**config.mk**
```make
export PLATFORM = sky130hd
export DESIGN_NAME = imem_loader
export DESIGN_NICKNAME = d
export VERILOG_FILES = /design/src/rtl/imem_loader.sv
export SDC_FILE = /design/constraint.sdc
export NUM_CORES = 1
export LEC_CHECK = 0
export CORE_UTILIZATION = 50
export CTS_CLUSTER_SIZE = 28
export DETAILED_ROUTE_END_ITERATION = 12
export PLACE_DENSITY = 0.74
export SLEW_MARGIN = 30
export SYNTH_ARGS = -nofsm -noshare
export SYNTH_HDL_FRONTEND = slang
export SYNTH_SLANG_ARGS = --single-unit
```
**constraint.sdc**
```tcl
create_clock -name clk -period 3.92 [get_ports clk]
set_input_delay 0.588 -clock clk [delete_from_list [all_inputs] [get_ports clk]]
set_output_delay 0.588 -clock clk [all_outputs]
set_load 0.05 [all_outputs]
```
**src/rtl/imem_loader.sv**
```systemverilog
// Streams a host program into instruction memory, optionally reads it back and
// compares checksums, then releases the CPU from reset.
module imem_loader #(
    parameter int DEPTH = 1024,
    parameter int CW    = 11
) (
    input  logic          clk,
    input  logic          rst,
    input  logic          start,
    input  logic          verify_en,
    input  logic          s_valid,
    input  logic [31:0]   s_data,
    input  logic          s_last,
    output logic          s_ready,
    output logic          we_b,
    output logic [31:0]   addr_b,
    output logic [31:0]   din_b,
    input  logic [31:0]   dout_b,
    output logic          cpu_rst_n,
    output logic          busy,
    output logic          done,
    output logic          error,
    output logic [CW-1:0] word_count
);
    localparam int IW = (DEPTH > 1) ? $clog2(DEPTH) : 1;

    typedef enum logic [2:0] {S_IDLE, S_LOAD, S_VERIFY, S_DONE, S_ERR} state_t;

    state_t        state_q, state_d;
    logic [IW-1:0] idx_q, idx_d;
    logic [CW-1:0] wc_q, wc_d;
    logic          vfy_q, vfy_d;
    logic [31:0]   lsum_q, lsum_d;
    logic [31:0]   rsum_q, rsum_d;
    logic [CW:0]   vcnt_q, vcnt_d;
    logic          cap_q, cap_d;

    always_ff @(posedge clk or negedge rst) begin
        if (!rst) begin
            state_q <= S_IDLE;
            idx_q   <= '0;
            wc_q    <= '0;
            vfy_q   <= 1'b0;
            lsum_q  <= '0;
            rsum_q  <= '0;
            vcnt_q  <= '0;
            cap_q   <= 1'b0;
        end else begin
            state_q <= state_d;
            idx_q   <= idx_d;
            wc_q    <= wc_d;
            vfy_q   <= vfy_d;
            lsum_q  <= lsum_d;
            rsum_q  <= rsum_d;
            vcnt_q  <= vcnt_d;
            cap_q   <= cap_d;
        end
    end

    always_comb begin
        state_d   = state_q;
        idx_d     = idx_q;
        wc_d      = wc_q;
        vfy_d     = vfy_q;
        lsum_d    = lsum_q;
        rsum_d    = rsum_q;
        vcnt_d    = vcnt_q;
        cap_d     = cap_q;
        s_ready   = 1'b0;
        we_b      = 1'b0;
        addr_b    = '0;
        din_b     = '0;
        busy      = 1'b0;
        done      = 1'b0;
        error     = 1'b0;
        cpu_rst_n = 1'b0;

        case (state_q)
            S_IDLE, S_DONE, S_ERR: begin
                cpu_rst_n = (state_q != S_ERR);
                done      = (state_q == S_DONE);
                error     = (state_q == S_ERR);
                if (start) begin
                    state_d = S_LOAD;
                    vfy_d   = verify_en;
                    idx_d   = '0;
                    wc_d    = '0;
                    lsum_d  = '0;
                    rsum_d  = '0;
                    vcnt_d  = '0;
                    cap_d   = 1'b0;
                end
            end
            S_LOAD: begin
                s_ready = 1'b1;
                busy    = 1'b1;
                if (s_valid) begin
                    we_b   = 1'b1;
                    addr_b = 32'(idx_q) << 2;
                    din_b  = s_data;
                    idx_d  = idx_q + 1'b1;
                    wc_d   = wc_q + 1'b1;
                    lsum_d = lsum_q + s_data;
                    if (s_last)
                        state_d = vfy_q ? S_VERIFY : S_DONE;
                    else if (idx_q == IW'(DEPTH - 1))
                        state_d = S_ERR;
                end
            end
            S_VERIFY: begin
                busy   = 1'b1;
                vcnt_d = vcnt_q + 1'b1;
                cap_d  = 1'b0;
                if (vcnt_q < {1'b0, wc_q}) begin
                    addr_b = 32'(vcnt_q) << 2;
                    cap_d  = 1'b1;
                end
                // Memory returns data one cycle after the address, so capture lags by one.
                if (cap_q)
                    rsum_d = rsum_q + dout_b;
                if (vcnt_q == ({1'b0, wc_q} + 1'b1))
                    state_d = (rsum_q == lsum_q) ? S_DONE : S_ERR;
            end
            default: state_d = S_IDLE;
        endcase
    end

    assign word_count = wc_q;

endmodule

```
# Word level (Yosys, flattened, before mapping)
# Index checks and enable logic that the tools add are counted.
[word_totals] register_bits=102 in_bits=70 output_inout_bits=81 wordCells=74
[classes] addsub=6 magnitude_cmp=1 n_eq_ne=13 mux=36 reduce_logical=10
[op_table] operator="$mux W32" count=5
[op_table] operator="$pmux W32 S2" count=2
[op_table] operator="$add A32 B32 Y32" count=2
[op_table] operator="$eq A32 B32 Y1" count=1
[op_table] operator="$pmux W14 S2" count=1
[op_table] operator="$mux W12" count=2
[op_table] operator="$pmux W12 S2" count=1
[op_table] operator="$mux W11" count=2
[op_table] operator="$pmux W11 S2" count=1
[op_table] operator="$mux W10" count=2
[op_table] operator="$pmux W10 S2" count=1
[op_table] operator="$mux W3" count=6
[op_table] operator="$mux W14" count=1
[op_table] operator="$add A11 B1 Y12 const B" count=1
[op_table] operator="$add A12 B1 Y12 const B" count=1
[op_table] operator="$eq A12 B12 Y1" count=1
[op_table] operator="$lt A12 B11 Y1" count=1
[op_table] operator="$add A11 B1 Y11 const B" count=1
[op_table] operator="$add A10 B1 Y10 const B" count=1
[op_table] operator="$eq A10 B10 Y1 const B" count=1
[op_table] operator="$mux W1" count=10
[op_table] operator="$pmux W3 S3" count=1
[op_table] operator="$ne A2 B2 Y1 const B" count=4
[op_table] operator="$eq A3 B2 Y1 const B" count=2
[op_table] operator="11 further kinds" count=15

# Depth between registers and ports, before layout
[depth] depth_word=5 mapped_depth=12 mapped_depth_nobuf=12

# Least setup slack after synthesis
# No wires, ideal clock.
[synth_timing] kind="reg2out" start="register wc_q[5] (netlist: word_count[5])" end="output addr_b[10]" arrival_ns=3.133 required_time_ns=3.332 path_slack_ns=0.199 path_stages_with_launch=12 path_buffers=1 cell_sequence="dfrtp_1 -> inv_1 -> ha_1 -> a21o_1 -> a21o_1 -> a21oi_1 -> o21ai_1 -> a21o_1 -> a21o_1 -> a2111oi_1 -> buf_2 -> a22o_1"
[synth_via] elab_chain_cells=3
[synth_lines] element="start, declared" line_no="31" source="logic [CW-1:0] wc_q, wc_d;"
[synth_lines] element="start signal, assigned" line_no="51" source="wc_q <= wc_d;"
[synth_lines] element="$lt A12 B11 Y1" line_no="114" source="if (vcnt_q < {1'b0, wc_q}) begin"
[synth_lines] element="$mux W14" line_no="114"
[synth_lines] element="$pmux W14 S2" line_no="78" source="case (state_q)"
[synth_lines] element="end, declared" line_no="16" source="output logic [31:0] addr_b,"
# No other way between the ends.

# Worst setup path in the final report
[layout_timing] start="register wc_q[5] (netlist: word_count[5])" end="output addr_b[11]"
# The elaborated chain is that of the path after synthesis.

==> summary.md <==
| Metric | Value |
|---|---|
| Pint | 3130 uW |
| Clock buffer depth | 2 |
| Clk pwr share | 0.143 |
| Worst skew pair latency | 0.36 ns |
| Worst Path Required | 3.33 ns |
| DRC | 0 |
| CTS Buf Count | 9 |
| Layout cells sized above 1 | 0.0474 |
| Final net count | 1,325 |
| Root buffer cell | clkbuf_16 |
| Worst Setup Start Kind | flip-flop |
| Global-route wire length before repair | 37,700 um |
| All-layer global routing usage | 0.268 |
| Max VDD drop | 0.296 mV |
| Synth area leader | dfrtp_1 |
| Post-synth top cells | 102 x dfrtp_1, 101 x nand2_1, 87 x o21ai_1, 82 x a21oi_1, 76 x ha_1 |
| Synth Cell Area | 8760 um^2 |
| Switching part of the total power | 0.477 |
| Tcrit/Tclk final | 0.945 |
| Avg Cell Area, Syn | 8.16 um^2 |
| Setup Buffers After CTS | 0 |
| Most numerous cell in the Yosys netlist | dfrtp_1 |
| Post-synth cell types | 64 |
| Slowest CP cell | dfrtp_1 |
| TNS Setup | 0 ns |
| P per Cell Area | 566 nW/um^2 |
| Placed instance count | 1,391 |
| Largest net degree at the start of global routing | 84 |
| Largest cells by area after synthesis | dfrtp_1 29%, ha_1 11%, xnor2_1 7.1%, o21ai_1 5.0%, a21oi_1 4.7% |
| Clock-pin slew on the worst setup and hold paths | 0.07 ns |
| Final WL | 24,100 um |
| Gpl congestion | 0.920 |
| Async SR Flop Fraction | 1.00 |
| Total gr overflow | 0 |
| Worst path arrival time | 3.11 ns |
| Rows | 48 |
| Outcome | finished, final reports clean |
| Cells along the critical path | inv_1 -> ha_1 -> a21o_1 -> a21o_1 -> a21oi_1 -> o21ai_1 -> a21o_1 -> a21o_1 -> a2111oi_2 -> buf_4 -> a22o_1 -> buf_12 |
| Clock H-tree levels | 3 |
| Combinational fraction of design power | 0.590 |
| Yosys reg bits | 102 |
| WL per Instance | 17.2 um |
| Number of synthesized flops with an enable pin | 0 |
| TritonCTS clock tree | built |
| Ant. Diodes | 0 |
| CP Max Fanout | 12 |
| Met2 wire length | 11,400 um |
| FF+latch area | 2550 um^2 |
| Area Overhead vs Synth | 20.8% |
| Skew final | 0.0108 ns |
| Post-DP HPWL | 18,500 um |
| DR top layer | met4 |
| Most used DFF post-synth | dfrtp_1 |
| Met3 WL | 1110 um |
| Worst path most repeated cell | a21o_1 |
| Starting DRT DRC Count | 521 |
| Seq pwr share | 0.267 |
| Hold Buf Count CTS | 0 |
| R2R depth | 13 |
| CP Class | reg2out |
| Initial core utilization | 0.510 |
| I/O Buffers | 129 |
| Final Non-Filler Cells | 1,407 |
| HP Class | in2async |
| Warning count from the yosys run | 0 |
| Io pins | 151 |
| FILL cells | 1,561 |
| Antenna violations before repair | 0 |
| DP Worst Slack | 0.306 ns |
| Via density | 5.86 |
| Die Width | 134 um |
| Met1 Routed Length | 10,700 um |
| Final setup fails | 0 |
| R2R Path Start | rsum_q[0] |
| Core area | 17,200 um^2 |
| Fmax | 270 MHz |
| Top cell type's share of synthesized area | 0.291 |
| Maxcap violations | 0 |
| Total power | 5990 uW |
| Worst path max stage delay | 0.49 ns |
| Post-Synthesis Cells | 1,073 |
| CTS resizes | 0 |
| Register area share after synthesis | 0.291 |
| Vias in the first global route | 7,406 |
| Net Sw Power | 2860 uW |
| Die Area | 18,100 um^2 |
| Count of pins over their slew limit | 0 |
| Pleak | 0.00485 uW |
| Final WS setup | 0.217 ns |
| Clock sinks | 102 |
| Minimum clock period | 3.70 ns |
| Worst slew pin tran | 0.787 ns |
| Pre-Repair DR Iteration Count | 5 |
| Die Y | 134 um |
| Max_slew headroom | 0.475 |
| Post-route ant nets | 0 |
| RSZ-0062 raised after global routing | false |
| Worst setup path start | word_count[5] |
| Reg2Reg Setup Slack | 0.88 ns |
| CP bufs+invs | 3 |
| Vias | 8,247 |
| Crit-path leading delay family | compound AO/OA/AOI/OAI gates |
| Crit Reg-Reg Endpoint | rsum_q[24] |
| Fin. Hold Viols | 0 |
| Crit end category | output port |
| Footprint of the multi-input gates | 5810 um^2 |
[layout make-up]
cell class,instances,share of cell area
repair buffers,142,0.144
inverters,39,0.0138
clock buffers,10,0.0216
clock inverters,6,0.00414
well taps,225,0.0266
flip-flops and latches,102,0.241
multi-input cells,883,0.549
[kinds of logic (layout without fill, tap and decap cells)]
family / count (synthesis) / in the layout / synth area share
fa+ha+maj: 78 / 78 / 0.113
flops: 102 / 102 / 0.291
mux: 3 / 3 / 0.00343
simple gates: 327 / 327 / 0.184
compound gates: 351 / 351 / 0.249
other cells: 1 / 21 / 0.000428
xor+xnor: 103 / 103 / 0.103
buf+inv: 108 / 197 / 0.0557
[flip-flops by register name (all words and copies together), names as in the netlist]
| signal | count |
|---|---|
| state_q | 3 |
| rsum_q | 32 |
| cap_q | 1 |
| lsum_q | 32 |
| vcnt_q | 12 |
| vfy_q | 1 |
| word_count | 11 |
| idx_q | 10 |
[cells in the final DEF, fill, tap and decap left out, types with 6 or more instances in the layout]
cell             instances
clkdlybuf4s50_1        115
dfrtp_1                102
nand2_1                101
o21ai_1                 87
a21oi_1                 81
ha_1                    76
xnor2_1                 71
nor2_1                  54
nand3_1                 46
and3_1                  45
a21o_1                  39
o21ai_0                 36
inv_1                   34
xor2_1                  32
nand4_1                 22
conb_1                  21
a22o_1                  19
a31oi_1                 16
a211oi_1                13
buf_12                  13
buf_4                   13
or3_1                   12
nor3_1                  10
and2_1                   9
o21a_1                   9
clkbuf_16                9
o211ai_1                 8
nor2b_1                  7
o21bai_1                 6
[how the worst max path moves through the flow]
stage	cells after the start	end
after floorplan	11	addr_b[10]
after global placement	14	rsum_q[24]
after detailed placement	14	rsum_q[24]
after CTS	12	addr_b[7]
after global routing	12	addr_b[11]
final	12	addr_b[11]
[power groups by stage]
stage          clock (uW)  sequential [uW]  combinational, uW
2_1_floorplan           0             1530               2620
3_3_place_gp            0             1600               3460
3_5_place_dp            0             1610               3500
4_1_cts               873             1590               3520
5_1_grt               910             1630               3850
6_report              857             1600               3530
[worst register-to-register path, delay by kind of cell, from the launching register on]
kind	cells	cell delay (ns)
AND/OR/NAND/NOR	1	0.06
XOR/XNOR	1	0.15
AO/OA/AOI/OAI	7	1.58
buffers and inverters	2	0.22
adder cells (fa/ha/maj)	2	0.45
flip-flops	1	0.44
[stage by stage]
stage	hold WS (ns)	cell area, um^2	utilization
global placement	0.491	10300	0.600
detailed placement	0.494	10300	0.600
floorplan	0.292	8840	-
CTS	0.317	10600	0.616
finish	0.251	10600	0.616
global route	0.345	10600	0.616
[per-layer routing]
layer,vias to the layer above,global-route usage
met3,54,0.0253
met1,3859,0.352
met4,0,0.140
met5,-,0
li1,4067,-
met2,267,0.439
(Power assumes the default switching activity.)
